`src/rtl/button_led_shifter_pkg.sv`:
```
// Shared constants for the button-driven LED pattern shifter.
// Mode encoding and the 10 ms debounce window at 100 MHz.
package button_led_shifter_pkg;

  localparam logic MODE_ROTATE = 1'b0;
  localparam logic MODE_SAT    = 1'b1;

  localparam int DB_CYCLES_10MS = 1000000;

endpackage

```
`src/rtl/button_led_shifter_debounce.sv`:
```
// Two-flop synchroniser, stable-level debouncer and
// one-cycle registered pulse on each accepted press.
module btn_debounce
  import button_led_shifter_pkg::*;
#(
  parameter int DB_CYCLES = DB_CYCLES_10MS
) (
  input  logic clk,
  input  logic rst_n,
  input  logic i_raw,
  output logic o_level,
  output logic o_pulse
);

  localparam int CW = $clog2(DB_CYCLES);
  localparam logic [CW-1:0] C_MAX = CW'(DB_CYCLES - 1);

  logic          r_s1;
  logic          r_s2;
  logic          r_st;
  logic          r_st_d;
  logic          r_pulse;
  logic [CW-1:0] r_c;

  always_ff @(posedge clk or negedge rst_n) begin
    if (!rst_n) begin
      r_s1    <= 1'b0;
      r_s2    <= 1'b0;
      r_st    <= 1'b0;
      r_st_d  <= 1'b0;
      r_pulse <= 1'b0;
      r_c     <= '0;
    end else begin
      r_s1    <= i_raw;
      r_s2    <= r_s1;
      r_st_d  <= r_st;
      r_pulse <= r_st & ~r_st_d;
      if (r_s2 == r_st) begin
        r_c <= '0;
      end else if (r_c == C_MAX) begin
        r_st <= r_s2;
        r_c  <= '0;
      end else begin
        r_c <= r_c + 1'b1;
      end
    end
  end

  assign o_level = r_st;
  assign o_pulse = r_pulse;

endmodule

```
`src/rtl/button_led_shifter.sv`:
```
// Moves an LED pattern left/right on debounced presses,
// rotating or saturating, and counts moves that changed it.
module button_led_shifter
  import button_led_shifter_pkg::*;
#(
  parameter int               WIDTH     = 8,
  parameter logic [WIDTH-1:0] INIT      = WIDTH'(1),
  parameter int               DB_CYCLES = DB_CYCLES_10MS,
  parameter int               CNT_W     = 8
) (
  input  logic             clk,
  input  logic             rst_n,
  input  logic             btn_left,
  input  logic             btn_right,
  input  logic             mode_sat,
  output logic [WIDTH-1:0] led,
  output logic [1:0]       btn_db,
  output logic [CNT_W-1:0] move_cnt,
  output logic             at_edge
);

  logic             w_db_l;
  logic             w_db_r;
  logic             w_pl;
  logic             w_pr;
  logic             w_sat;
  logic [WIDTH-1:0] w_next;

  logic             r_m1;
  logic             r_m2;
  logic [WIDTH-1:0] r_led;
  logic [CNT_W-1:0] r_cnt;

  btn_debounce #(.DB_CYCLES(DB_CYCLES)) u_db_left (
    .clk     (clk),
    .rst_n   (rst_n),
    .i_raw   (btn_left),
    .o_level (w_db_l),
    .o_pulse (w_pl)
  );

  btn_debounce #(.DB_CYCLES(DB_CYCLES)) u_db_right (
    .clk     (clk),
    .rst_n   (rst_n),
    .i_raw   (btn_right),
    .o_level (w_db_r),
    .o_pulse (w_pr)
  );

  assign w_sat = (r_m2 == MODE_SAT);

  // Simultaneous presses cancel out.
  always_comb begin
    w_next = r_led;
    unique case (1'b1)
      (w_pl & ~w_pr): begin
        if (w_sat)
          w_next = r_led[WIDTH-1] ? r_led : (r_led << 1);
        else
          w_next = {r_led[WIDTH-2:0], r_led[WIDTH-1]};
      end
      (w_pr & ~w_pl): begin
        if (w_sat)
          w_next = r_led[0] ? r_led : (r_led >> 1);
        else
          w_next = {r_led[0], r_led[WIDTH-1:1]};
      end
      default: ;
    endcase
  end

  always_ff @(posedge clk or negedge rst_n) begin
    if (!rst_n) begin
      r_m1  <= 1'b0;
      r_m2  <= 1'b0;
      r_led <= INIT;
      r_cnt <= '0;
    end else begin
      r_m1  <= mode_sat;
      r_m2  <= r_m1;
      r_led <= w_next;
      if (w_next != r_led)
        r_cnt <= r_cnt + 1'b1;
    end
  end

  assign led      = r_led;
  assign btn_db   = {w_db_r, w_db_l};
  assign move_cnt = r_cnt;
  assign at_edge  = r_led[WIDTH-1] | r_led[0];

endmodule

```
`config.mk`:
```
export PLATFORM = sky130hd
export DESIGN_NAME = button_led_shifter
export DESIGN_NICKNAME = d
export VERILOG_FILES = /design/src/rtl/button_led_shifter_pkg.sv /design/src/rtl/button_led_shifter_debounce.sv /design/src/rtl/button_led_shifter.sv
export SDC_FILE = /design/constraint.sdc
export NUM_CORES = 1
export LEC_CHECK = 0
export CAP_MARGIN = 10
export CORE_MARGIN = 3
export CORE_UTILIZATION = 55
export CTS_BUF_LIST = sky130_fd_sc_hd__clkbuf_4 sky130_fd_sc_hd__clkbuf_8
export DETAILED_ROUTE_END_ITERATION = 10
export GPL_ROUTABILITY_DRIVEN = 0
export PLACE_DENSITY = 0.78
export SYNTH_ARGS = -nofsm -noshare
export SYNTH_HDL_FRONTEND = slang
export SYNTH_SLANG_ARGS = --single-unit
```
`constraint.sdc`:
```
create_clock -name clk -period 2.3 [get_ports clk]
set_input_delay 0.46 -clock clk [delete_from_list [all_inputs] [get_ports clk]]
set_output_delay 0.46 -clock clk [all_outputs]
set_load 0.01 [all_outputs]
```
Word level (Yosys, flattened, before mapping) --
Index checks and enable logic that the tools add are counted.
Storage, ports and cells: register bits 68, bits of input ports 5, logic and storage cells 46
Cells by class: add/subtract/negate cells 3, equality and inequality tests 5, multiplexer cells 9, bitwise gates (word level) 11, reduce and logical (&&, ||, !) cells 2
Operators with widths (count):
- 20-bit 2-to-1 mux | 4
- 20-bit by 1-bit adder with 20-bit output, second input constant | 2
- 20-bit == test, second input constant | 2
- 8-bit 2-to-1 mux | 4
- 8-bit one-hot mux with 2 select lines | 1
- 8-bit by 1-bit adder with 8-bit output, second input constant | 1
- 8-bit inequality test | 1
- 1-bit inverter | 6
- 1-bit AND | 4
- 2-bit AND reduction | 2
- 1-bit == test | 2
- 1-bit bitwise OR | 1

Logic depth before layout (Yosys ltp) --
Gate-level depths: netlist (run 1).
depth after elaboration 4, mapped depth 10

By module --
A second synthesis (run 1) with hierarchy kept.
Second synthesis, totals: cell total of the unflattened synthesis 421, area total of the unflattened synthesis 3955.0 um^2
By module, submodules not included:
- btn_debounce | times used 2, cells an instance 111, area an instance 1171.1 um^2, seq. area each 625.6 um^2
- button_led_shifter | times used 1, cells an instance 199, area an instance 1612.8 um^2, seq. area each 451.7 um^2

Worst setup path after synthesis (run 1) --
OpenSTA, ideal clock, no wires.
path kind register to register, start register u_db_left.r_pulse (netlist: u_db_left.o_pulse), end register r_cnt[1] (netlist: move_cnt[1]), library setup time 0.125 ns, arrival time 2.007 ns, required time 2.175 ns, setup slack 0.168 ns, stages on the path, launching flop included 10, path buffers 1, period minus slack after synthesis 2.132 ns, cells stage by stage dfrtp_1 > ha_1 > buf_2 > a21boi_1 > a221oi_1 > a21oi_1 > a211oi_1 > a21oi_2 > nor2_2 > mux2_4
Between the ends: cells in the longest elaborated chain, start to end 4, elaborated cells between the ends (all ways) 5
Ends and longest elaborated chain:
- start: declaration | line button_led_shifter_debounce.sv:22 | logic r_pulse;
- start signal: assignment | line button_led_shifter_debounce.sv:37 | r_pulse <= r_st & ~r_st_d;
- 1-bit inverter | line button_led_shifter.sv:62 | (w_pr & ~w_pl): begin
- 1-bit AND | line button_led_shifter.sv:62
- 8-bit one-hot mux with 2 select lines * | line button_led_shifter.sv:55 | unique case (1'b1)
- 8-bit inequality test * | line button_led_shifter.sv:82 | if (w_next != r_led)
- end signal: assignment | line button_led_shifter.sv:83 | r_cnt <= r_cnt + 1'b1;
- end: declaration | line button_led_shifter.sv:32 | logic [CNT_W-1:0] r_cnt;
Every way passes the cells marked *; elsewhere a longest branch is shown, timed or not. A chain may end at the register's enable or synchronous reset.

Worst setup path after layout (run 1) --
start register r_led[0] (netlist: led[0]), end register r_cnt[1] (netlist: move_cnt[1])
Between the ends: cells in the longest elaborated chain, start to end 4, elaborated cells between the ends (all ways) 6
Ends and longest elaborated chain:
- start: declaration | line button_led_shifter.sv:31 | logic [WIDTH-1:0] r_led;
- start signal: assignment | line button_led_shifter.sv:81 | r_led <= w_next;
- 8-bit 2-to-1 mux (on tied branches) | line button_led_shifter.sv:64, button_led_shifter.sv:58
- 8-bit 2-to-1 mux (on tied branches) | line button_led_shifter.sv:63, button_led_shifter.sv:57
- 8-bit one-hot mux with 2 select lines | line button_led_shifter.sv:55
- 8-bit inequality test * | line button_led_shifter.sv:82
Marks and branches as above.

==> out/qor.yml, run 1 <==
outcome: "finished, final reports clean"
path_clk_slew_ps: 70
synth_edf_count: 0
p_sw_share_pct: 21.8
power_density_mw_per_mm2: 541
rsz0062_at_grt: "yes"
design.portCount: 24
worst_path_max_delay_cell: "dfstp_2"
synth_xor_xnor_area_share_pct: 10.6
cts_root_buf: "clkbuf_8"
wl_per_cell_um: 14.1
avgViaCountPerCell: 5.65
multi_input_area_mm2: 0.00167
dr.max_layer_used: "met4"
finalSetupViolCount: 0
rows: 28
numClockSinks: 68
first_iter_violations: 179
htree_levels: 3
crit_family: "compound AO/OA/AOI/OAI gates"
overflow: 0
power.internal_mw: 1.75
synth.net_count: 379
die_x_um: 85.5
placed_area_mm2: 0.00386
dpl.hpwl_um: 4700
grt_pass1_vias: 2652
muxShareOfSynthArea_pct: 1.69
cts_inserted_buffers: 9
routed-wl-met3_um: 400
fin_crit_sh_pct: 99.6
synth_top_area_cell: "dfrtp_1"
synth.top_cells.by_area: "dfrtp_1 48%, xor2_1 6.1%, nor2_1 5.6%"
critPathArrivalTime_ps: 2530
finClkSkew_ps: 12.4
slew_violations: 0
path_cells: "buf_12 > a21oi_2 > a221o_1 > a22o_1 > nor4_2 > a21oi_2 > nor2_2 > mux2_4"
maxSlewHeadroom_pct: 69.8
timing.fmax_mhz: 436
synth-compound-area-share_pct: 12.6
final_area_mm2: 0.00414
ant_nets: 0
cp_data_required_time_ps: 2540
grt_util_all_layers_pct: 20.7
final_common_cell: "dfrtp_1"
synth_top_area_share_pct: 48.3
fin_crit_ps: 2290
synth_top_family_by_area: "simple AND/OR/NAND/NOR gates"
synthAdderAreaFrac_pct: 1.80
grt_pass1_wl_um: 12100
crit_top_cell: "a21oi_2"
regArea_mm2: 0.00171
area_delta_synth_final_pct: 19.1
drc: 0
ys_seq_elements: 68
start_util_pct: 57.6
synthFlopType: "dfrtp_1"
hold_viol_final: 0
worstSetupPathType: "flop to flop"
synth_area_mm2: 0.00347
peakVddDrop_uv: 377
routed_wl_um: 6900
grt_start_max_net_pins: 69
critPathMaxStageDelay_ps: 570
drive_above_1_share_pct: 14.7
vias: 2763
r2r_cells: 8
crit_buf_inv: 1
seqPwrFrac_pct: 54.6
synth_cells: 369
dpl_worst_slack_ps: 69.2
power.share.combinational_pct: 2.8
die_h_um: 85.5
most-common-layout-cells: "63 x dfrtp_1, 52 x nor2_1, 35 x nand2_1, 24 x xor2_1, 21 x clkdlybuf4s50_1"
antenna_cells: 0
core_mm2: 0.00603
crit_path_max_fanout: 5
setup_ws_ps: 8.70
path_depth: 8
leakage_nw: 1.78
hp-class: "input pin to asynchronous set/reset pin"
ys_seq_area_share_pct: 49.0
crit_path_end_kind: "flop"
synth_area_per_cell_um2: 9.41
worst_pin_slew_ps: 449
clock_latency_ps: 350
p_clk_share_pct: 42.5
port_buffers: 23
r2r_setup_slack_ps: 9
nFillCells: 470
p_switching_mw: 0.488
antenna_found_initial: 0
design.die.area_mm2: 0.00730
wl_met1_um: 3190
start_kind: "flop"
finalNetCount: 419
max_cap_violations: 0
synth_cell_types: 50
synth-simple-area-share_pct: 20.6
holdBufCountCts: 0
dr_wl_met2_um: 3150
cts_buffer_depth: 2
cts_tree: "done"
firstDrtPassIters: 5
async_flop_share_pct: 100
synth_warnings: 0
-- Yosys cell counts, drive strengths merged (3+ instances only) --
master and count:
buf 9, xnor2 18, and3 8, xor2 24, dfrtp 67, mux2 4
nand4 5, nand3 20, nand2 35, ha 5, o21ai 24, or3 3
a21oi 18, nor2b 6, a22oi 6, clkbuf 7, nor3 5, nor4 5
o2111ai 3, inv 13, nor2 53
-- power groups by stage --
stage | logic [mW] | registers [mW] | clock network [mW]
after global routing | 0.0743 | 1.22 | 1.03
after detailed placement | 0.0668 | 1.24 | 0
final | 0.0636 | 1.22 | 0.952
after CTS | 0.0668 | 1.22 | 0.981
after global placement | 0.0648 | 1.24 | 0
after floorplan | 0.0256 | 1.24 | 0
-- worst paths after layout --
check,from,endpoint
setup / recovery,led[0],move_cnt[1]
hold / removal,rst_n,move_cnt[1]
setup reg to reg,led[0],move_cnt[1]
hold reg to reg,u_db_left.r_s1,u_db_left.r_s2
max in group asynchronous,rst_n,led[0]
min in group clk,u_db_left.r_s1,u_db_left.r_s2
-- flip-flops by register name, summed over array words and instances (netlist names) --
signal              count
led                     8
move_cnt                8
r_m1                    1
r_m2                    1
u_db_left.o_level       1
u_db_left.o_pulse       1
u_db_left.r_c          20
u_db_left.r_s1          1
u_db_left.r_s2          1
u_db_left.r_st_d        1
u_db_right.o_level      1
u_db_right.o_pulse      1
u_db_right.r_c         20
u_db_right.r_s1         1
u_db_right.r_s2         1
u_db_right.r_st_d       1
-- layer usage --
| metal | vias to the layer above | GRT usage [%] |
|---|---|---|
| met5 | - | 0 |
| met4 | 0 | 10.9 |
| met3 | 17 | 4.17 |
| met2 | 94 | 30.3 |
| met1 | 1304 | 29.1 |
| li1 | 1348 | - |
-- per-stage QoR --
stage | utilization, % | power [mW] | TNS (ps) | hold WS [ps] | cells
global route | 68.6 | 2.33 | -229 | 139 | 489
floorplan | - | 1.27 | 0 | 164 | 369
finish | 68.6 | 2.24 | 0 | 113 | 489
global placement | 64.1 | 1.31 | 0 | 331 | 469
detailed placement | 64.1 | 1.31 | 0 | 336 | 469
CTS | 67.3 | 2.27 | 0 | 123 | 485
-- cells by family (layout without fill, tap and decap cells) --
kind of cell,count (synthesis),in the layout
compound gates,69,69
xor+xnor,42,42
fa+ha+maj,5,5
buf+inv,29,74
flops,68,68
mux,5,5
simple gates,151,151
-- area by class of cell --
type | count | area share [%]
Timing Repair Buffer | 45 | 10.2
Clock inverter | 5 | 1.27
Tap cell | 75 | 2.27
Sequential cell | 68 | 41.3
Clock buffer | 11 | 3.36
Inverter | 13 | 1.18
Multi-Input combinational cell | 272 | 40.4
-- repair_timing --
action	4_1_cts	5_1_grt
gates resized for setup	0	15
endpoints found under the setup margin	0	8
setup buffers	0	4
No activity file was read; power rests on OpenSTA's default activity.
==> run 2, diff against run 1 <==
--- a/config.mk
+++ b/config.mk
@@ -7,11 +7,11 @@
 export LEC_CHECK = 0
 export CAP_MARGIN = 10
 export CORE_MARGIN = 3
-export CORE_UTILIZATION = 55
-export CTS_BUF_LIST = sky130_fd_sc_hd__clkbuf_4 sky130_fd_sc_hd__clkbuf_8
+export CORE_UTILIZATION = 60
+export CTS_BUF_LIST = sky130_fd_sc_hd__clkbuf_8
 export DETAILED_ROUTE_END_ITERATION = 10
 export GPL_ROUTABILITY_DRIVEN = 0
-export PLACE_DENSITY = 0.78
+export PLACE_DENSITY = 0.81
 export SYNTH_ARGS = -nofsm -noshare
 export SYNTH_HDL_FRONTEND = slang
 export SYNTH_SLANG_ARGS = --single-unit
==> constraint.sdc (replaced) <==
create_clock -name clk -period 2.67 [get_ports clk]
set_input_delay 0.534 -clock clk [delete_from_list [all_inputs] [get_ports clk]]
set_output_delay 0.534 -clock clk [all_outputs]
set_load 0.01 [all_outputs]
==> out/qor.yml, run 2 (same netlist as run 1, synthesis figures left out) <==
crit_buf_inv: 1
htree_levels: 3
firstDrtPassIters: 5
die_x_um: 82.1
dpl_worst_slack_ps: 192
antenna_found_initial: 0
finalNetCount: 402
cp_data_required_time_ps: 2900
design.portCount: 24
die_h_um: 82.1
port_buffers: 23
ant_nets: 0
grt_pass1_vias: 2667
crit_path_max_fanout: 11
nFillCells: 435
crit_path_end_kind: "flop"
path_cells: "inv_1 > ha_1 > a21boi_2 > a22oi_1 > o32ai_1 > nor4_2 > a21oi_2 > nor2_2 > mux2_4"
grt_util_all_layers_pct: 23.2
p_total_mw: 2.08
wl_per_cell_um: 14.9
setup_ws_ps: 265
leakage_nw: 1.69
crit_start: "u_db_left.o_pulse"
finClkSkew_ps: 6.97
cts_inserted_buffers: 9
path_depth: 9
r2r_end: "move_cnt[1]"
maxSlewHeadroom_pct: 57.6
peakVddDrop_uv: 349
design.die.area_mm2: 0.00674
fin_crit_sh_pct: 90.1
r2r_setup_slack_ps: 270
cts_root_buf: "clkbuf_8"
grt_start_max_net_pins: 42
rows: 27
drc: 0
area_delta_synth_final_pct: 15.1
slew_violations: 0
most-common-layout-cells: "67 x dfrtp_1, 52 x nor2_1, 35 x nand2_1, 24 x xor2_1, 22 x clkdlybuf4s50_1"
cts_buffer_depth: 2
hp-class: "input pin to asynchronous set/reset pin"
r2r_start: "u_db_left.o_pulse"
cts_tree: "done"
fin_crit_ps: 2400
finalSetupViolCount: 0
critPathMaxStageDelay_ps: 390
overflow: 0
fin_setup_tns_ps: 0
top_regs: "u_db_left.r_c (20), u_db_right.r_c (20)"
grt_pass1_wl_um: 11900
avgViaCountPerCell: 5.94
hold_viol_final: 0
path_clk_slew_ps: 70
critPathArrivalTime_ps: 2630
outcome: "finished, final reports clean"
crit_end: "move_cnt[1]"
worst_path_max_delay_cell: "dfrtp_1"
numClockSinks: 68
drive_above_1_share_pct: 8.56
antenna_cells: 0
routed_wl_um: 6990
final_common_cell: "dfrtp_1"
dpl.hpwl_um: 4530
rsz0062_at_grt: "no"
place_inst: 453
holdBufCountCts: 0
timing.fmax_mhz: 416
max_cap_violations: 0
crit_family: "compound AO/OA/AOI/OAI gates"
worstSetupPathType: "flop to flop"
vias: 2785
r2r_cells: 9
worst_pin_slew_ps: 636
start_kind: "flop"
first_iter_violations: 227
layout.cells.non_filler: 469
holdWs_ps: 207
clock_latency_ps: 340
core_mm2: 0.00554
power_density_mw_per_mm2: 521
start_util_pct: 62.7
-- run 2: changes by cell type in the layout (fill, tap and decap cells not counted), sizes merged --
cell and delta:
buf -17, bufinv +1, clkbuf +1, clkdlybuf4s50 +1, clkinv -1, clkinvlp -1
dlymetal6s2s -1
-- run 2: stage by stage --
| stage | instance area [um^2] | util [%] |
|---|---|---|
| after floorplan | 3470 | - |
| after global placement | 3760 | 67.9 |
| after detailed placement | 3760 | 67.9 |
| after CTS | 4000 | 72.1 |
| after global routing | 4000 | 72.2 |
| final | 4000 | 72.2 |
-- run 2: what timing repair did --
action	CTS	global route
resized for setup	0	1
endpoints found under the setup margin	0	1
setup buffers	0	0
-- run 2: power by group --
part,switching (mW),internal [mW]
registers,0.0122,1.04
clock network,0.378,0.599
logic,0.0351,0.0166
-- run 2: layout make-up --
type                            instances  area, um^2  share of cell area (%)
Sequential cell                        68        1700                    42.6
Multi-Input combinational cell        272        1650                    41.2
Timing Repair Buffer                   28         275                    6.88
Clock buffer                           12         165                    4.13
Tap cell                               72        90.1                    2.25
Clock inverter                          4        70.1                    1.75
Inverter                               13        48.8                    1.22
-- run 2: worst register-to-register path, stage by stage (launching register included) --
cell      delay [ps]
dfrtp_1          390
inv_1             60
ha_1             350
a21boi_2         360
a22oi_1          150
o32ai_1          190
nor4_2           100
a21oi_2          310
nor2_2            90
mux2_4           300
-- run 2: worst min path at each step --
stage | endpoint | slack [ps] | cells after the start
after CTS | move_cnt[5] | 230 | 1
after floorplan | led[1] | 240 | 0
final | move_cnt[7] | 210 | 1
after detailed placement | r_m2 | 340 | 0
after global routing | move_cnt[6] | 250 | 1
after global placement | u_db_right.r_s2 | 330 | 0
-- run 2: layer usage --
layer	routed length (um)	track usage (%)
met1	3040	30.3
met2	3460	36.8
met3	388	5.81
met4	108	9.47
met5	0	0
